--- config.mk ---
export PLATFORM = sky130hd
export DESIGN_NAME = vm_change_dispenser
export DESIGN_NICKNAME = d
export VERILOG_FILES = /design/src/rtl/vm_pkg.sv /design/src/rtl/vm_coin_inv.sv /design/src/rtl/vm_change_dispenser.sv
export SDC_FILE = /design/constraint.sdc
export NUM_CORES = 1
export LEC_CHECK = 0
export CAP_MARGIN = 20
export CORE_UTILIZATION = 40
export CTS_BUF_LIST = sky130_fd_sc_hd__clkbuf_8
export DETAILED_ROUTE_END_ITERATION = 10
export SLEW_MARGIN = 20
export SYNTH_ARGS = -nofsm -noshare
export SYNTH_HDL_FRONTEND = slang
export SYNTH_SLANG_ARGS = --single-unit
export TNS_END_PERCENT = 5
--- constraint.sdc ---
create_clock -name clk -period 5.06 [get_ports clk]
set_input_delay 1.265 -clock clk [delete_from_list [all_inputs] [get_ports clk]]
set_output_delay 1.265 -clock clk [all_outputs]
set_load 0.05 [all_outputs]
--- src/rtl/vm_pkg.sv ---
// Shared types and constants for the vending-machine change dispenser.
// Coin codes are shared by the restock port and the dispense output.
package vm_pkg;

    typedef enum logic [1:0] {
        COIN_NONE    = 2'd0,
        COIN_NICKEL  = 2'd1,
        COIN_DIME    = 2'd2,
        COIN_QUARTER = 2'd3
    } coin_e;

    localparam logic [7:0] VAL_NICKEL  = 8'd5;
    localparam logic [7:0] VAL_DIME    = 8'd10;
    localparam logic [7:0] VAL_QUARTER = 8'd25;

    typedef enum logic [1:0] {
        IDLE     = 2'd0,
        DISPENSE = 2'd1,
        DONE     = 2'd2
    } chg_state_e;

endpackage

--- src/rtl/vm_coin_inv.sv ---
// One coin-inventory counter: takes at most one coin per cycle and adds a
// restock amount, saturating at the counter maximum.
module vm_coin_inv #(
    parameter int INV_W    = 6,
    parameter int INV_INIT = 20
) (
    input  logic             clk,
    input  logic             rst,
    input  logic             dec,
    input  logic [INV_W-1:0] add,
    output logic [INV_W-1:0] cnt
);

    localparam logic [INV_W:0] CNT_MAX = {1'b0, {INV_W{1'b1}}};

    logic [INV_W:0] sum;

    // dec is only raised while cnt > 0, so the one-bit-wider sum cannot wrap
    always_comb begin
        sum = {1'b0, cnt} + {1'b0, add} - {{INV_W{1'b0}}, dec};
    end

    always_ff @(posedge clk) begin
        if (rst) begin
            cnt <= INV_W'(INV_INIT);
        end else if (sum > CNT_MAX) begin
            cnt <= CNT_MAX[INV_W-1:0];
        end else begin
            cnt <= sum[INV_W-1:0];
        end
    end

endmodule

--- src/rtl/vm_change_dispenser.sv ---
// Change payout: greedy quarter/dime/nickel, one coin per cycle, with
// restockable per-denomination inventory and a shortfall report.
//
// state    | meaning
// IDLE     | ready for a change request
// DISPENSE | paying one coin per cycle until nothing is eligible
// DONE     | one-cycle done pulse with remain/short, then back to IDLE
module vm_change_dispenser
    import vm_pkg::*;
#(
    parameter int INV_W    = 6,
    parameter int INV_INIT = 20
) (
    input  logic             clk,
    input  logic             rst,
    input  logic             chg_valid,
    input  logic [7:0]       chg_amt,
    output logic             chg_ready,
    input  logic             load_s,
    input  logic [1:0]       load_coin,
    input  logic [INV_W-1:0] load_cnt,
    output logic             coin_strobe,
    output logic [1:0]       coin_out,
    output logic             done,
    output logic             short,
    output logic [7:0]       remain,
    output logic [INV_W-1:0] inv_q,
    output logic [INV_W-1:0] inv_d,
    output logic [INV_W-1:0] inv_n
);

    chg_state_e       state;
    logic [7:0]       rem;

    logic             pick_q;
    logic             pick_d;
    logic             pick_n;
    logic             any_pick;
    logic [1:0]       sel_coin;
    logic [7:0]       sel_val;
    logic             dec_q;
    logic             dec_d;
    logic             dec_n;
    logic [INV_W-1:0] add_q;
    logic [INV_W-1:0] add_d;
    logic [INV_W-1:0] add_n;

    // Strict priority: the largest eligible coin always wins, no lookahead
    always_comb begin
        pick_q   = (rem >= VAL_QUARTER) && (inv_q != '0);
        pick_d   = !pick_q && (rem >= VAL_DIME) && (inv_d != '0);
        pick_n   = !pick_q && !pick_d && (rem >= VAL_NICKEL) && (inv_n != '0);
        any_pick = pick_q || pick_d || pick_n;

        sel_coin = COIN_NONE;
        sel_val  = 8'd0;
        if (pick_q) begin
            sel_coin = COIN_QUARTER;
            sel_val  = VAL_QUARTER;
        end else if (pick_d) begin
            sel_coin = COIN_DIME;
            sel_val  = VAL_DIME;
        end else if (pick_n) begin
            sel_coin = COIN_NICKEL;
            sel_val  = VAL_NICKEL;
        end

        dec_q = (state == DISPENSE) && pick_q;
        dec_d = (state == DISPENSE) && pick_d;
        dec_n = (state == DISPENSE) && pick_n;
    end

    always_comb begin
        add_q = (load_s && load_coin == COIN_QUARTER) ? load_cnt : '0;
        add_d = (load_s && load_coin == COIN_DIME)    ? load_cnt : '0;
        add_n = (load_s && load_coin == COIN_NICKEL)  ? load_cnt : '0;
    end

    vm_coin_inv #(.INV_W(INV_W), .INV_INIT(INV_INIT)) u_inv_q (
        .clk (clk),
        .rst (rst),
        .dec (dec_q),
        .add (add_q),
        .cnt (inv_q)
    );

    vm_coin_inv #(.INV_W(INV_W), .INV_INIT(INV_INIT)) u_inv_d (
        .clk (clk),
        .rst (rst),
        .dec (dec_d),
        .add (add_d),
        .cnt (inv_d)
    );

    vm_coin_inv #(.INV_W(INV_W), .INV_INIT(INV_INIT)) u_inv_n (
        .clk (clk),
        .rst (rst),
        .dec (dec_n),
        .add (add_n),
        .cnt (inv_n)
    );

    always_ff @(posedge clk) begin
        if (rst) begin
            state       <= IDLE;
            rem         <= 8'd0;
            chg_ready   <= 1'b1;
            coin_strobe <= 1'b0;
            coin_out    <= COIN_NONE;
            done        <= 1'b0;
            short       <= 1'b0;
            remain      <= 8'd0;
        end else begin
            coin_strobe <= 1'b0;
            coin_out    <= COIN_NONE;
            done        <= 1'b0;
            short       <= 1'b0;
            remain      <= 8'd0;
            case (state)
                IDLE: begin
                    if (chg_valid) begin
                        rem       <= chg_amt;
                        chg_ready <= 1'b0;
                        state     <= DISPENSE;
                    end
                end
                DISPENSE: begin
                    if (any_pick) begin
                        coin_strobe <= 1'b1;
                        coin_out    <= sel_coin;
                        rem         <= rem - sel_val;
                    end else begin
                        state <= DONE;
                    end
                end
                DONE: begin
                    done      <= 1'b1;
                    remain    <= rem;
                    short     <= (rem != 8'd0);
                    chg_ready <= 1'b1;
                    state     <= IDLE;
                end
                default: begin
                    chg_ready <= 1'b1;
                    state     <= IDLE;
                end
            endcase
        end
    end

endmodule

==> metrics.csv <==
stage,metric,value,unit
outcome,status,completed,
timing,slew_headroom,50.0,%
grt,grt_antenna_before_repair,0,
synthesis,synthCells,343,
cells_and_area,regArea,841,µm²
min_path,hp-class,flip-flop to flip-flop,
power_and_ir_drop,vdd_drop_max,0.402,mV
run,cap_viol_max_count,0,
grt,gr-usage-all-layers,17.9,%
timing,rsz0062_at_grt,false,
timing,hold_violations,0,
clocking,numCtsBuffers,5,
grt,grt_max_degree,29,
floorplanning,die_x,86.5,µm
floorplanning,dieHeight,86.5,µm
setup_path,worstPathArrival,4.11,ns
synthesis,ys_seq_area_share,29.4,%
clocking,clk_path_buf_depth,2,
detailed_routing,ant_nets,0,
timing,finalSetupTns,0,ns
clocking,cts.clk_slew.worst_paths,0.08,ns
timing,finClkSkew,0.00890,ns
place,dp_hpwl,4.89,mm
cells_and_area,nets,459,
synthesis,synth.avg_cell_area,8.34,µm²
detailed_routing,post_drt_wl_per_cell,12.6,µm
setup_path,worstSetupStartpointType,input pin,
detailed_routing,drc,0,
grt,grt_pass1_vias,2229,
setup_path,setup.worst_path.end_class,flip-flop,
detailed_routing,drtIter0Drc,102,
synthesis,synth-edff-count,0,
floorplanning,ioPinCount,52,
timing,fin_ws,1.11,ns
cells_and_area,multi_input_area,1730,µm²
timing,worstMarginPinSlew,0.749,ns
floorplanning,coreArea,6830,µm²
power_and_ir_drop,p_leak,0.00162,µW
min_path,hold_depth,1,
place,pre_cts_ws,0.781,ns
synthesis,synth_cell_types,52,
cells_and_area,syn_to_final_growth,23.9,%
clocking,clock-sinks,42,
floorplanning,start_util,41.8,%
setup_path,critPathKind,input pin to flip-flop,
detailed_routing,vias_per_cell,4.81,
timing,clock.fmax,0.253,GHz
synthesis,synthArstFlopShare,0,%
clocking,ctsResizeCount,0,
clocking,h-tree-depth,2,
place,gp_congestion,0.917,
timing,setup-violations-final,0,
synthesis,ys_seq_elements,42,
synthesis,synth_area,2860,µm²
cells_and_area,drive_gt1_share,7.59,%
clocking,cts_tree,yes,
floorplanning,num_rows,30,
grt,grt_pass1_wl,10.5,mm
setup_path,crit_path_max_fanout,6,
detailed_routing,totalWireLength,6.18,mm
timing,slew_violations,0,
cells_and_area,fill_cells,687,
clocking,insertion_delay,0.30,ns
setup_path,required,5.23,ns
timing,period_share,78.0,%
detailed_routing,dr_total_vias,2362,
floorplanning,die-area,7490,µm²
clocking,cts_hold_buf,0,
grt,grt_overflow,0,
place,port_buffers,51,
clocking,cts_setup_buffers,0,
detailed_routing,drt-pass1-iter-count,4,
setup_path,reg2reg_depth,15,
power_and_ir_drop,power_density,650,nW/µm²
timing,period_needed,3.95,ns
clocking,root_buffer,clkbuf_8,
synthesis,syn_nets,408,
cells_and_area,n_antenna_cell,0,
synthesis,synth_flop_cell,dfxtp_1,
synthesis,yosys_warnings,0,
==> final cells by class <==
class / instances / area share [%]
flip-flops and latches: 42 / 23.7
repair buffers: 53 / 14.8
clock buffers: 5 / 1.94
clock inverters: 3 / 0.671
well taps: 96 / 3.39
inverters: 61 / 6.46
multi-input cells: 231 / 49.0
==> sequential cells by signal (all words and copies together) (netlist names) <==
| name | cells |
|---|---|
| chg_ready | 1 |
| short | 1 |
| u_inv_n.cnt | 6 |
| u_inv_q.cnt | 6 |
| rem | 8 |
| u_inv_d.cnt | 6 |
| coin_strobe | 1 |
| remain | 8 |
| done | 1 |
| state | 2 |
| coin_out | 2 |
==> placed cells by master, fill, tap and decap left out, types with 2 or more instances in the layout <==
cell | synthesis | routed
nor3_2 | 3 | 3
nand2_1 | 29 | 29
a31oi_1 | 2 | 2
nor3_1 | 8 | 8
o21a_1 | 2 | 2
nor2b_1 | 5 | 5
clkbuf_8 | 0 | 5
clkinvlp_4 | 0 | 2
o21ai_0 | 11 | 11
xor2_1 | 9 | 9
fa_1 | 4 | 4
inv_1 | 61 | 61
and2_2 | 2 | 2
nor4_1 | 3 | 3
a21boi_0 | 2 | 2
ha_1 | 41 | 41
o21ai_1 | 3 | 3
nor2_1 | 24 | 24
a21oi_1 | 19 | 19
a21o_1 | 6 | 6
dfxtp_1 | 42 | 42
xnor2_1 | 6 | 6
buf_4 | 1 | 2
nand2b_1 | 6 | 6
a211oi_2 | 6 | 6
clkdlybuf4s50_1 | 0 | 51
and2_1 | 9 | 9
a211oi_1 | 5 | 5
nand3_1 | 5 | 5
==> per-layer routing <==
layer	vias up	share of wire [%]	global-route usage (%)
met5	-	0	0
met4	0	1.3	5.30
met3	9	4.8	3.33
met2	62	45	29.4
met1	1057	49	23.9
li1	1234	-	-
==> power by group <==
group          internal [µW]  switching [µW]
Sequential               427            92.9
Clock                   98.7             127
Combinational            628             927
==> per-stage QoR <==
step                power [µW]  utilization [%]  cell area [µm²]  hold WS, ns  std cells
detailed placement        2080             50.5             3450        0.455        483
CTS                       2320             51.8             3540        0.479        491
finish                    2300             51.8             3540        0.483        491
global placement          2070             50.5             3450        0.462        483
global route              2530             51.8             3540        0.497        491
floorplan                 1720                -             2860        0.433        343
==> worst max-delay path, cell delays in order <==
cell and delay [ns]:
clkdlybuf4s50_1 0.48, nand2_1 0.06, nor2_1 0.33, nand2_1 0.13, ha_1 0.29, inv_1 0.04
ha_1 0.32, nor2b_1 0.14, o21ai_0 0.15, nand2b_1 0.11, a31oi_1 0.22, xor2_1 0.45
nand3_1 0.14
==> final timing paths <==
check,end,slack (ns),start
min,chg_ready,0.48,chg_ready
min reg2reg,chg_ready,0.48,chg_ready
max,u_inv_n.cnt[4],1.11,load_coin[0]
max reg2reg,u_inv_n.cnt[4],1.50,rem[5]
==> synthesized netlist by cell type (6+ instances only) <==
master    instances  area, µm²
dfxtp_1          42        841
xnor2_1           6       52.6
a21o_1            6       45.0
nor2_1           24       90.1
inv_1            61        229
ha_1             41        513
nand2b_1          6       37.5
o21ai_0          11       55.1
nand2_1          29        109
a21oi_1          19       95.1
a211oi_2          6       75.1
xor2_1            9       78.8
nor3_1            8       40.0
and2_1            9       56.3
==> cell families (layout without fill, tap and decap cells) <==
logic type / after synthesis / count (layout) / share of synthesized area [%]
XOR/XNOR: 15 / 15 / 4.60
buffers and inverters: 70 / 122 / 9.93
adder cells (fa/ha/maj): 45 / 45 / 20.7
AND/OR/NAND/NOR: 105 / 105 / 19.1
AO/OA/AOI/OAI: 66 / 66 / 16.2
flip-flops: 42 / 42 / 29.4
No activity file was read; power rests on OpenSTA's default activity.
==> RTL change, RTL diff (same flow settings) <==
`INV_W` is set to 6 in 2 places; all go to 8.
--- a/src/rtl/vm_coin_inv.sv
+++ b/src/rtl/vm_coin_inv.sv
@@ -2,5 +2,5 @@
 // restock amount, saturating at the counter maximum.
 module vm_coin_inv #(
-    parameter int INV_W    = 6,
+    parameter int INV_W    = 8,
     parameter int INV_INIT = 20
 ) (
--- a/src/rtl/vm_change_dispenser.sv
+++ b/src/rtl/vm_change_dispenser.sv
@@ -9,5 +9,5 @@
     import vm_pkg::*;
 #(
-    parameter int INV_W    = 6,
+    parameter int INV_W    = 8,
     parameter int INV_INIT = 20
 ) (
Interface: changed (resized inv_d, inv_n, inv_q and load_cnt); port bits go from 52 to 60. No check against the original RTL was run, so the function may have changed too.
==> RTL change against the original RTL <==
  * Count of clock-buffer cells in the layout grew 1
  * Clock skew about the same
  * Via count increased by 31%
  * Hold slack better by 0.029 ns
  * Clock power grew 8%
  * Worst setup slack got worse by 0.22 ns
  * Synthesized cell count is 30% higher
  * Area after synthesis rose by 25%
  * Sequential cell count is 6 higher
  * Power increased by 41%
  * Routed wire length rose by 33%
  * Cell area grew 23%
==> RTL change: results <==
[outcome]
status = "complete, no violations"

[drt]
wl_met2_um = 3820
wl_met1_um = 3880
avgViaCountPerCell = 5.01
avgRoutedWirePerCell_um = 13.4

[place]
dp_hpwl_um = 6520
gpl.final_weighted_congestion = 0.887
io_buffer_count = 59
placed_cells = 607

[setup_path]
path_delay_family = "compound AO/OA/AOI/OAI gates"
path_max_fanout = 8
regToRegSetupSlack_ns = 1.10
r2r_end = "u_inv_n.cnt[1]"
critPathSlowestCell = "xnor2_1"
rr_startpoint = "u_inv_q.cnt[3]"

[cts]
path_clk_slew_ns = 0.10
cts.sinks = 48

[pwr]
peakVddDrop_mv = 0.453
leakage_nw = 2.01
power_frac_comb = 0.726
powerSeq_uw = 644
p_sw_frac = 0.510

[sta]
finClkSkew_ns = 0.00877

[synth]
syn_nets = 526
synth_fa_ha_area_frac = 0.209
synth-compound-area-share = 0.178
synth_cell_types = 49
synthTopCellsByArea = "dfxtp_1, ha_1, inv_1"
synthTopCellsByCount = "inv_1, ha_1, dfxtp_1"
muxShareOfSynthArea = 0.00562
synth_xor_area_frac = 0.0566

[cells_and_area]
fin_cells = 615
multi_input_area_um2 = 2240
nFillCells = 855
inverters_excl_clock = 87
ff_latch_area_um2 = 961
fin_nets = 585
multi_input_comb_cells = 302
bufAreaShareNonClock = 0.140
clkbuf_count = 6
n_all_buffers = 62
clk_share = 0.0215

[global_routing]
grt_util_met3 = 0.0376
use_met2 = 0.324
grtUsageMet1 = 0.252
==> RTL change: stage by stage <==
step | hold WS [ns] | instance area (µm²) | setup WS (ns)
after floorplan | 0.491 | 3560 | 1.28
after global placement | 0.487 | 4270 | 0.731
after detailed placement | 0.502 | 4270 | 0.635
after CTS | 0.518 | 4370 | 0.951
after global routing | 0.542 | 4370 | 0.672
final | 0.512 | 4370 | 0.896
==> RTL change: how the worst max path moves through the flow <==
stage,slack (ns),to,startpoint,cells past startpoint
6_report,0.90,u_inv_d.cnt[0],load_s,13
5_1_grt,0.67,u_inv_d.cnt[0],load_coin[1],13
4_1_cts,0.95,u_inv_q.cnt[5],load_coin[0],12
3_5_place_dp,0.63,u_inv_q.cnt[3],load_coin[0],12
3_3_place_gp,0.73,u_inv_q.cnt[0],load_coin[0],12
2_1_floorplan,1.28,u_inv_n.cnt[0],load_coin[1],12
